[src/rtl/imem_loader.sv]
// Byte-stream program loader: writes 16-bit words into instruction memory and
// releases the CPU reset only after a length-checked, XOR-verified load.
module imem_loader #(
  parameter int ADDR_W = 8,
  parameter int DATA_W = 16
) (
  input  logic              clk,
  input  logic              reset,
  input  logic              load_start,
  input  logic              in_valid,
  input  logic [7:0]        in_data,
  output logic              in_ready,
  output logic              imem_we,
  output logic [ADDR_W-1:0] imem_addr,
  output logic [DATA_W-1:0] imem_wdata,
  output logic              cpu_reset_n,
  output logic              busy,
  output logic              done,
  output logic              error
);

  typedef enum logic [2:0] {
    S_IDLE, S_LEN_HI, S_LEN_LO, S_DATA_HI, S_DATA_LO, S_CHECK, S_DONE, S_ERR
  } state_t;

  localparam logic [16:0] MAX_N = 17'(2 ** ADDR_W);

  state_t              state_q, state_d;
  logic [7:0]          len_hi_q, len_hi_d;
  logic [ADDR_W-1:0]   last_q, last_d;
  logic [ADDR_W-1:0]   idx_q, idx_d;
  logic [7:0]          hi_q, hi_d;
  logic [7:0]          chk_q, chk_d;
  logic                we_q, we_d;
  logic [ADDR_W-1:0]   addr_q, addr_d;
  logic [DATA_W-1:0]   wdata_q, wdata_d;
  logic                in_ready_q, busy_q, done_q, error_q, cpu_rst_n_q;
  logic                in_busy_d;
  logic                xfer;
  logic [15:0]         len_w;
  logic [15:0]         len_m1;

  assign xfer   = in_valid & in_ready_q;
  assign len_w  = {len_hi_q, in_data};
  assign len_m1 = len_w - 16'd1;

  always_comb begin
    state_d = state_q;
    len_hi_d = len_hi_q;
    last_d  = last_q;
    idx_d   = idx_q;
    hi_d    = hi_q;
    chk_d   = chk_q;
    we_d    = 1'b0;
    addr_d  = addr_q;
    wdata_d = wdata_q;
    case (state_q)
      S_IDLE, S_DONE, S_ERR: if (load_start) state_d = S_LEN_HI;
      S_LEN_HI: if (xfer) begin
        len_hi_d = in_data;
        state_d  = S_LEN_LO;
      end
      S_LEN_LO: if (xfer) begin
        if (len_w == 16'd0 || {1'b0, len_w} > MAX_N) begin
          state_d = S_ERR;
        end else begin
          state_d = S_DATA_HI;
          idx_d   = '0;
          chk_d   = 8'h00;
          last_d  = ADDR_W'(len_m1);
        end
      end
      S_DATA_HI: if (xfer) begin
        hi_d    = in_data;
        chk_d   = chk_q ^ in_data;
        state_d = S_DATA_LO;
      end
      S_DATA_LO: if (xfer) begin
        // index wraps naturally when N fills the whole address space
        wdata_d = DATA_W'({hi_q, in_data});
        chk_d   = chk_q ^ in_data;
        we_d    = 1'b1;
        addr_d  = idx_q;
        idx_d   = idx_q + 1'b1;
        state_d = (idx_q == last_q) ? S_CHECK : S_DATA_HI;
      end
      S_CHECK: if (xfer) state_d = (in_data == chk_q) ? S_DONE : S_ERR;
      default: state_d = S_IDLE;
    endcase
  end

  assign in_busy_d = (state_d == S_LEN_HI) || (state_d == S_LEN_LO) ||
                     (state_d == S_DATA_HI) || (state_d == S_DATA_LO) ||
                     (state_d == S_CHECK);

  always_ff @(posedge clk) begin
    if (reset) begin
      state_q     <= S_IDLE;
      len_hi_q    <= 8'h00;
      last_q      <= '0;
      idx_q       <= '0;
      hi_q        <= 8'h00;
      chk_q       <= 8'h00;
      we_q        <= 1'b0;
      addr_q      <= '0;
      wdata_q     <= '0;
      in_ready_q  <= 1'b0;
      busy_q      <= 1'b0;
      done_q      <= 1'b0;
      error_q     <= 1'b0;
      cpu_rst_n_q <= 1'b0;
    end else begin
      state_q     <= state_d;
      len_hi_q    <= len_hi_d;
      last_q      <= last_d;
      idx_q       <= idx_d;
      hi_q        <= hi_d;
      chk_q       <= chk_d;
      we_q        <= we_d;
      addr_q      <= addr_d;
      wdata_q     <= wdata_d;
      in_ready_q  <= in_busy_d;
      busy_q      <= in_busy_d;
      done_q      <= (state_d == S_DONE);
      error_q     <= (state_d == S_ERR);
      cpu_rst_n_q <= (state_d == S_DONE);
    end
  end

  assign in_ready    = in_ready_q;
  assign imem_we     = we_q;
  assign imem_addr   = addr_q;
  assign imem_wdata  = wdata_q;
  assign cpu_reset_n = cpu_rst_n_q;
  assign busy        = busy_q;
  assign done        = done_q;
  assign error       = error_q;

endmodule
[config.mk]
export PLATFORM = sky130hd
export DESIGN_NAME = imem_loader
export DESIGN_NICKNAME = d
export VERILOG_FILES = /design/src/rtl/imem_loader.sv
export SDC_FILE = /design/constraint.sdc
export NUM_CORES = 1
export LEC_CHECK = 0
export CORE_ASPECT_RATIO = 1.1
export CORE_MARGIN = 2
export CORE_UTILIZATION = 45
export DETAILED_ROUTE_END_ITERATION = 12
export GPL_ROUTABILITY_DRIVEN = 0
export PLACE_DENSITY = 0.67
export SLEW_MARGIN = 20
export SYNTH_ARGS = -nofsm -noshare
export SYNTH_HDL_FRONTEND = slang
export SYNTH_SLANG_ARGS = --single-unit
[constraint.sdc]
create_clock -name clk -period 3.2 [get_ports clk]
set_input_delay 0.64 -clock clk [delete_from_list [all_inputs] [get_ports clk]]
set_output_delay 0.64 -clock clk [all_outputs]
set_load 0.01 [all_outputs]
* Word-level counts from Yosys, hierarchy flattened
Cells that the tools add are included.
Cells by class: reduce and logical (&&, ||, !) cells 18, muxes and demuxes 17, $mul 0, equal/unequal tests 20, shift-type cells 0, bitwise gates (word level) 4, add/subtract/negate cells 2, div/mod/pow operators 0, magnitude comparators 1
Operators by type and width (count):
- $mux W8 | 4
- $pmux W8 S2 | 2
- $eq A3 B3 Y1 const B | 8
- $mux W3 | 8
- $pmux W3 S6 | 1
- $eq A8 B8 Y1 | 2
- $gt A16 B9 Y1 const B | 1
- $logic_not A16 Y1 | 1
- $eq A3 B2 Y1 const B | 4
- $add A8 B1 Y8 const B | 1
- $reduce_and A4 Y1 | 2
- $sub A8 B1 Y8 const B | 1
- $xor A8 B8 Y8 | 1
- $eq A3 B1 Y1 const B | 2
- $ne A2 B2 Y1 const B | 3
- $reduce_and A2 Y1 | 3
- $logic_or A1 B1 Y1 | 5
- $reduce_bool A2 Y1 | 2
- $reduce_or A2 Y1 | 2
- $logic_not A3 Y1 | 1
- $reduce_and A3 Y1 | 1
- $reduce_or A3 Y1 | 1
- $mux W1 | 2
- $ne A2 B1 Y1 const B | 1
- other kinds (2) | 3
Word-level totals: ROM bits 0, bits in latches 0, flip-flop bits (word level) 71, word-level logic and storage cells 74, memories kept 0, output and inout port bits 30, RAM bits 0

* Depth between registers and ports, before layout
depth after elaboration 10, mapped depth 8

* Least setup slack after synthesis
No wires, ideal clock.
kind in2reg, start point in in_data[0], end point reg idx_q[5], path slack 0.775 ns, stages on the path 7, arrival 2.355 ns, path buffers 0, library setup time 0.070 ns, data required time 3.130 ns, path through inv_1 -> ha_1 -> nor3b_2 -> and3b_2 -> o41a_1 -> or4_1 -> a21oi_1
Between the ends: cells in the longest elaborated chain, start to end 4, elaborated cells between the ends (all ways) 5
Ends and longest elaborated chain:
- start, declared | RTL line 11 | input logic [7:0] in_data,
- $gt A16 B9 Y1 / $logic_not A16 Y1 (equally long branches) | RTL line 64 | if (len_w == 16'd0 || {1'b0, len_w} > MAX_N) begin
- $logic_or A1 B1 Y1 * | RTL line 64
- $ne A2 B2 Y1 (no line) *
- $reduce_and A4 Y1 (no line) *
- end signal, assigned | RTL line 116 | idx_q <= idx_d;
- end, declared | RTL line 31 | logic [ADDR_W-1:0] idx_q, idx_d;
Mark *: on every way between the ends. The rest lies on a longest branch, timed or not. A chain may end at the register's enable or synchronous reset.

* Worst setup path after layout
Same ends and word-level chain as after synthesis.

==> impl_table.tex <==
\begin{tabular}{lr}
\hline
Metric & Value \\
\hline
\multicolumn{2}{l}{\textbf{Die}} \\
\quad Die height & 93.81 microns \\
\quad Initial Util & 0.4682 \\
\quad Core region area & $\sim$7000 sq um \\
\quad Die Area & 8033 sq um \\
\quad Number of core rows & 32 \\
\quad Chip Width & 85.64 microns \\
\quad Top Ports & 42 \\
\multicolumn{2}{l}{\textbf{Clocking}} \\
\quad TritonCTS clock tree & yes \\
\quad Inserted Clock Buffers & 9 \\
\quad Max clock buf depth & 2 \\
\quad Clock latency on the worst-skew pair & 340 ps \\
\quad Clock tree root driver cell & sky130\_fd\_sc\_hd\_\_clkbuf\_8 \\
\quad Post\_cts resized & 0 \\
\quad Maximum level of the CTS H-tree & 3 \\
\quad Clock sink count & 71 \\
\quad Post-CTS setup buffers & 0 \\
\quad Number of buffers inserted by hold repair at cts & 0 \\
\quad Clock transition at the register clock pins on the worst setup and hold paths after CTS & 80 ps \\
\multicolumn{2}{l}{\textbf{Routing}} \\
\quad Remaining routing DRC violations & 0 \\
\quad Overall routed net length & 7.679 mm \\
\quad Highest layer used for signal routing & met4 \\
\quad Via count & 2,909 \\
\quad Number of violations reported at the end of detailed-routing iteration 0 & 167 \\
\quad Detailed route wirelength on metal2 & 3.560 mm \\
\quad Met1 layer wirelength in the final routing & 3.598 mm \\
\quad Count of antenna-violating nets left after detailed routing & 0 \\
\quad Detail-routed net length per standard cell & 14.46 microns \\
\quad Wire length on met3 & 304 microns \\
\quad TritonRoute pass-1 iters & 4 \\
\quad Vias per Instance & 5.478 \\
\multicolumn{2}{l}{\textbf{Layout}} \\
\quad Number of cells in the finished layout apart from fillers & roughly 530 \\
\quad Final instance area & slightly above 4000 sq um \\
\quad Final antenna diode count & 0 \\
\quad Area growth from synthesis to final layout & 22.18\% \\
\quad Most used cells in the layout excluding fill and tap cells & sky130\_fd\_sc\_hd\_\_nand2\_1 (72), sky130\_fd\_sc\_hd\_\_dfxtp\_1 (71), sky130\_fd\_sc\_hd\_\_a21oi\_1 (66) \\
\quad Commonest non-fill, non-tap cell in the layout & sky130\_fd\_sc\_hd\_\_nand2\_1 \\
\quad Share of final-layout standard cells stronger than drive strength 1 & 0.1054 \\
\quad Layout Nets & 456 \\
\multicolumn{2}{l}{\textbf{Setup path}} \\
\quad Max incr delay on CP & 520 ps \\
\quad Worst Setup Path Type & primary input to flop \\
\quad Crit start category & primary input \\
\quad Register-to-register setup slack & 1070 ps \\
\quad Origin of the worst setup path & in\_data[0] \\
\quad Crit path arrival time & 2960 ps \\
\quad Capture point of the critical path & idx\_q[5] \\
\quad Type of element capturing the critical path & flop \\
\quad Req. time, crit path & 3480 ps \\
\quad Reg2reg end & busy \\
\quad Slowest stage cell, crit path & sky130\_fd\_sc\_hd\_\_or4\_1 \\
\quad Worst Path Buf+Inv & 2 \\
\quad Max FO, Critical Path & 6 \\
\quad Kind of cell adding the most delay to the critical path & simple AND/OR/NAND/NOR gates \\
\quad Number of cells traversed by the worst register-to-register path & 5 \\
\quad Number of cells on the critical path & 8 \\
\quad Critical-path cell list & clkdlybuf4s50\_1 > inv\_1 > ha\_1 > nor3b\_2 > and3b\_2 > o41a\_1 > or4\_1 > a21oi\_1 \\
\quad Start of the worst register-to-register path & state\_q[0] \\
\multicolumn{2}{l}{\textbf{Global route}} \\
\quad First-pass GRT wire length & 12.88 mm \\
\quad Remaining global-route overflow & 0 \\
\quad Via count of the first global-routing pass & 2,731 \\
\quad Global-route usage over all layers & 0.2016 \\
\quad Initial antenna violation count & 0 \\
\quad Pin count of the biggest net entering global routing & 55 \\
\multicolumn{2}{l}{\textbf{Timing}} \\
\quad Final hold vios & 0 \\
\quad RSZ-0062 raised after global routing & no \\
\quad Final setup violation count & 0 \\
\quad Worst slew pin tran & around 1000 ps \\
\quad Ratio of final minimum period to clock period & 0.8367 \\
\quad Final total negative setup slack & 0 ps \\
\quad Final max-slew violation count & 0 \\
\quad Post-route clock skew & 8.582 ps \\
\quad Relative slew slack & 0.3326 \\
\quad Minimum clock period & 2678 ps \\
\quad Max Clk Rate & about 0.37 GHz \\
\multicolumn{2}{l}{\textbf{Flow run}} \\
\quad Maximum Capacitance Violations & 0 \\
\multicolumn{2}{l}{\textbf{Power}} \\
\quad Switching power & roughly 430 uW \\
\quad Total power per unit cell area & around 460 nW/um\^{}2 \\
\quad Combinational power share & 0.074 \\
\quad Reg power frac & 0.490 \\
\quad Switching Fraction & 0.2335 \\
\quad Leakage component of the power & 0.001369 uW \\
\quad Part of the power in the clock network & 0.437 \\
\quad Cell-internal power & 1407 uW \\
\quad Peak ir drop on the vdd network & roughly 0.36 mV \\
\multicolumn{2}{l}{\textbf{Synth}} \\
\quad Number of flops mapped to enable cells by yosys & 0 \\
\quad Count of mapped cells out of synthesis & 400 \\
\quad Number of nets produced by synthesis & $\sim$420 \\
\quad Number of distinct library cells after synthesis & 46 \\
\quad Synthesis warning total & 0 \\
\quad Average cell area after synthesis & 8.249 sq um \\
\quad Part of the Yosys area used for sequential elements & 0.4308 \\
\quad Synth Register Bits & 71 \\
\quad Most common flop cell mapped by yosys & sky130\_fd\_sc\_hd\_\_dfxtp\_1 \\
\quad Fraction of synthesis flops using an asynchronous set or reset pin & 0 \\
\quad Post-synthesis instance area & 3299 sq um \\
\multicolumn{2}{l}{\textbf{Placed design}} \\
\quad Port-buffer cells & between 40 and 50 \\
\quad Post-detailed-placement cell area & 3809 sq um \\
\quad Inst Count DP & around 520 \\
\quad Hpwl dp & roughly 5.2 mm \\
\multicolumn{2}{l}{\textbf{Worst hold path}} \\
\quad Worst hold-check path type & flop to flop \\
\multicolumn{2}{l}{\textbf{Run status}} \\
\quad Run status & complete, no violations \\
\hline
\end{tabular}
-- cell families after synthesis --
| kind of cell | after synthesis | share of synthesized area |
|---|---|---|
| compound gates | 99 | 0.1817 |
| fa+ha+maj | 3 | 0.01138 |
| simple gates | 161 | 0.2366 |
| flops | 71 | 0.4308 |
| buf+inv | 33 | 0.04892 |
| mux | 8 | 0.02427 |
| xor+xnor | 25 | 0.06636 |
-- how the worst min path moves through the flow --
stage | end | cells after the start | from
global placement | imem_addr[7] | 2 | imem_addr[7]
CTS | imem_wdata[8] | 2 | hi_q[0]
floorplan | imem_wdata[10] | 2 | hi_q[2]
finish | imem_wdata[8] | 2 | hi_q[0]
global route | imem_wdata[8] | 2 | hi_q[0]
detailed placement | imem_wdata[13] | 2 | imem_wdata[13]
-- power by group through the flow --
| stage | registers [uW] | logic [uW] | clock network (uW) |
|---|---|---|---|
| after floorplan | 915 | 87.3 | 0 |
| after global placement | 919 | 134 | 0 |
| after detailed placement | 919 | 134 | 0 |
| after CTS | 898 | 135 | 816 |
| after global routing | 900 | 147 | 857 |
| final | 899 | 135 | 801 |
-- worst min-delay path: cells and delay by family (launching register included) --
family           cells  cell delay [ps]
AO/OA/AOI/OAI        1               50
flip-flops           1              310
AND/OR/NAND/NOR      1               50
-- state kept, by name, summed over array words and instances (netlist names) --
| register | cells |
|---|---|
| imem_wdata | 16 |
| chk_q | 8 |
| hi_q | 8 |
| idx_q | 8 |
| imem_addr | 8 |
| last_q | 8 |
| len_hi_q | 8 |
| state_q | 3 |
| busy | 1 |
| cpu_reset_n | 1 |
| error | 1 |
| imem_we | 1 |
-- cell type report --
cell class	count	area [sq um]
timing repair buffer	60	548.0
clock buffer	11	141.4
tap	85	106.4
sequential	71	1421
multi-input combinational	296	1722
clock inverter	5	81.33
inverter	3	11.26
fill	645	3015
-- cells in the mapped netlist (all sizes together), types with 2 or more instances --
cell / n / area share
xnor2: 17 / 0.045
xor2: 8 / 0.021
mux2i: 8 / 0.024
nor2: 27 / 0.031
a211oi: 7 / 0.019
nor3b: 2 / 0.0061
ha: 3 / 0.011
buf: 11 / 0.024
and3b: 2 / 0.0057
dfxtp: 71 / 0.43
clkbuf: 19 / 0.022
nand3b: 7 / 0.016
nand3: 13 / 0.020
nor2b: 2 / 0.0038
and2: 2 / 0.0038
a21oi: 66 / 0.10
nand2b: 10 / 0.019
or2: 2 / 0.0038
and3: 2 / 0.0038
or4: 4 / 0.0091
nor3: 4 / 0.0061
or3: 4 / 0.0076
o31ai: 4 / 0.0091
o21ai: 11 / 0.017
nor4: 2 / 0.0083
inv: 3 / 0.0034
nand4: 6 / 0.011
nand2: 72 / 0.082
-- per-layer routing --
layer | vias up | GRT usage
met1 | 1364 | 0.2622
met3 | 19 | 0.03076
met4 | 0 | 0.09127
met5 | - | 0
met2 | 69 | 0.3294
li1 | 1457 | -
-- per-stage QoR --
step                utilization  hold WS, ps  setup slack [ps]  total power [uW]
floorplan                     -        431.5             775.1              1003
global placement         0.5405        443.5             217.2              1054
detailed placement       0.5405        447.8             178.5              1054
CTS                      0.5721        452.3             513.6              1850
global route             0.5721        468.8             419.0              1904
finish                   0.5721        454.0             522.4              1835
Note: power is estimated with default switching activity, not from simulation.
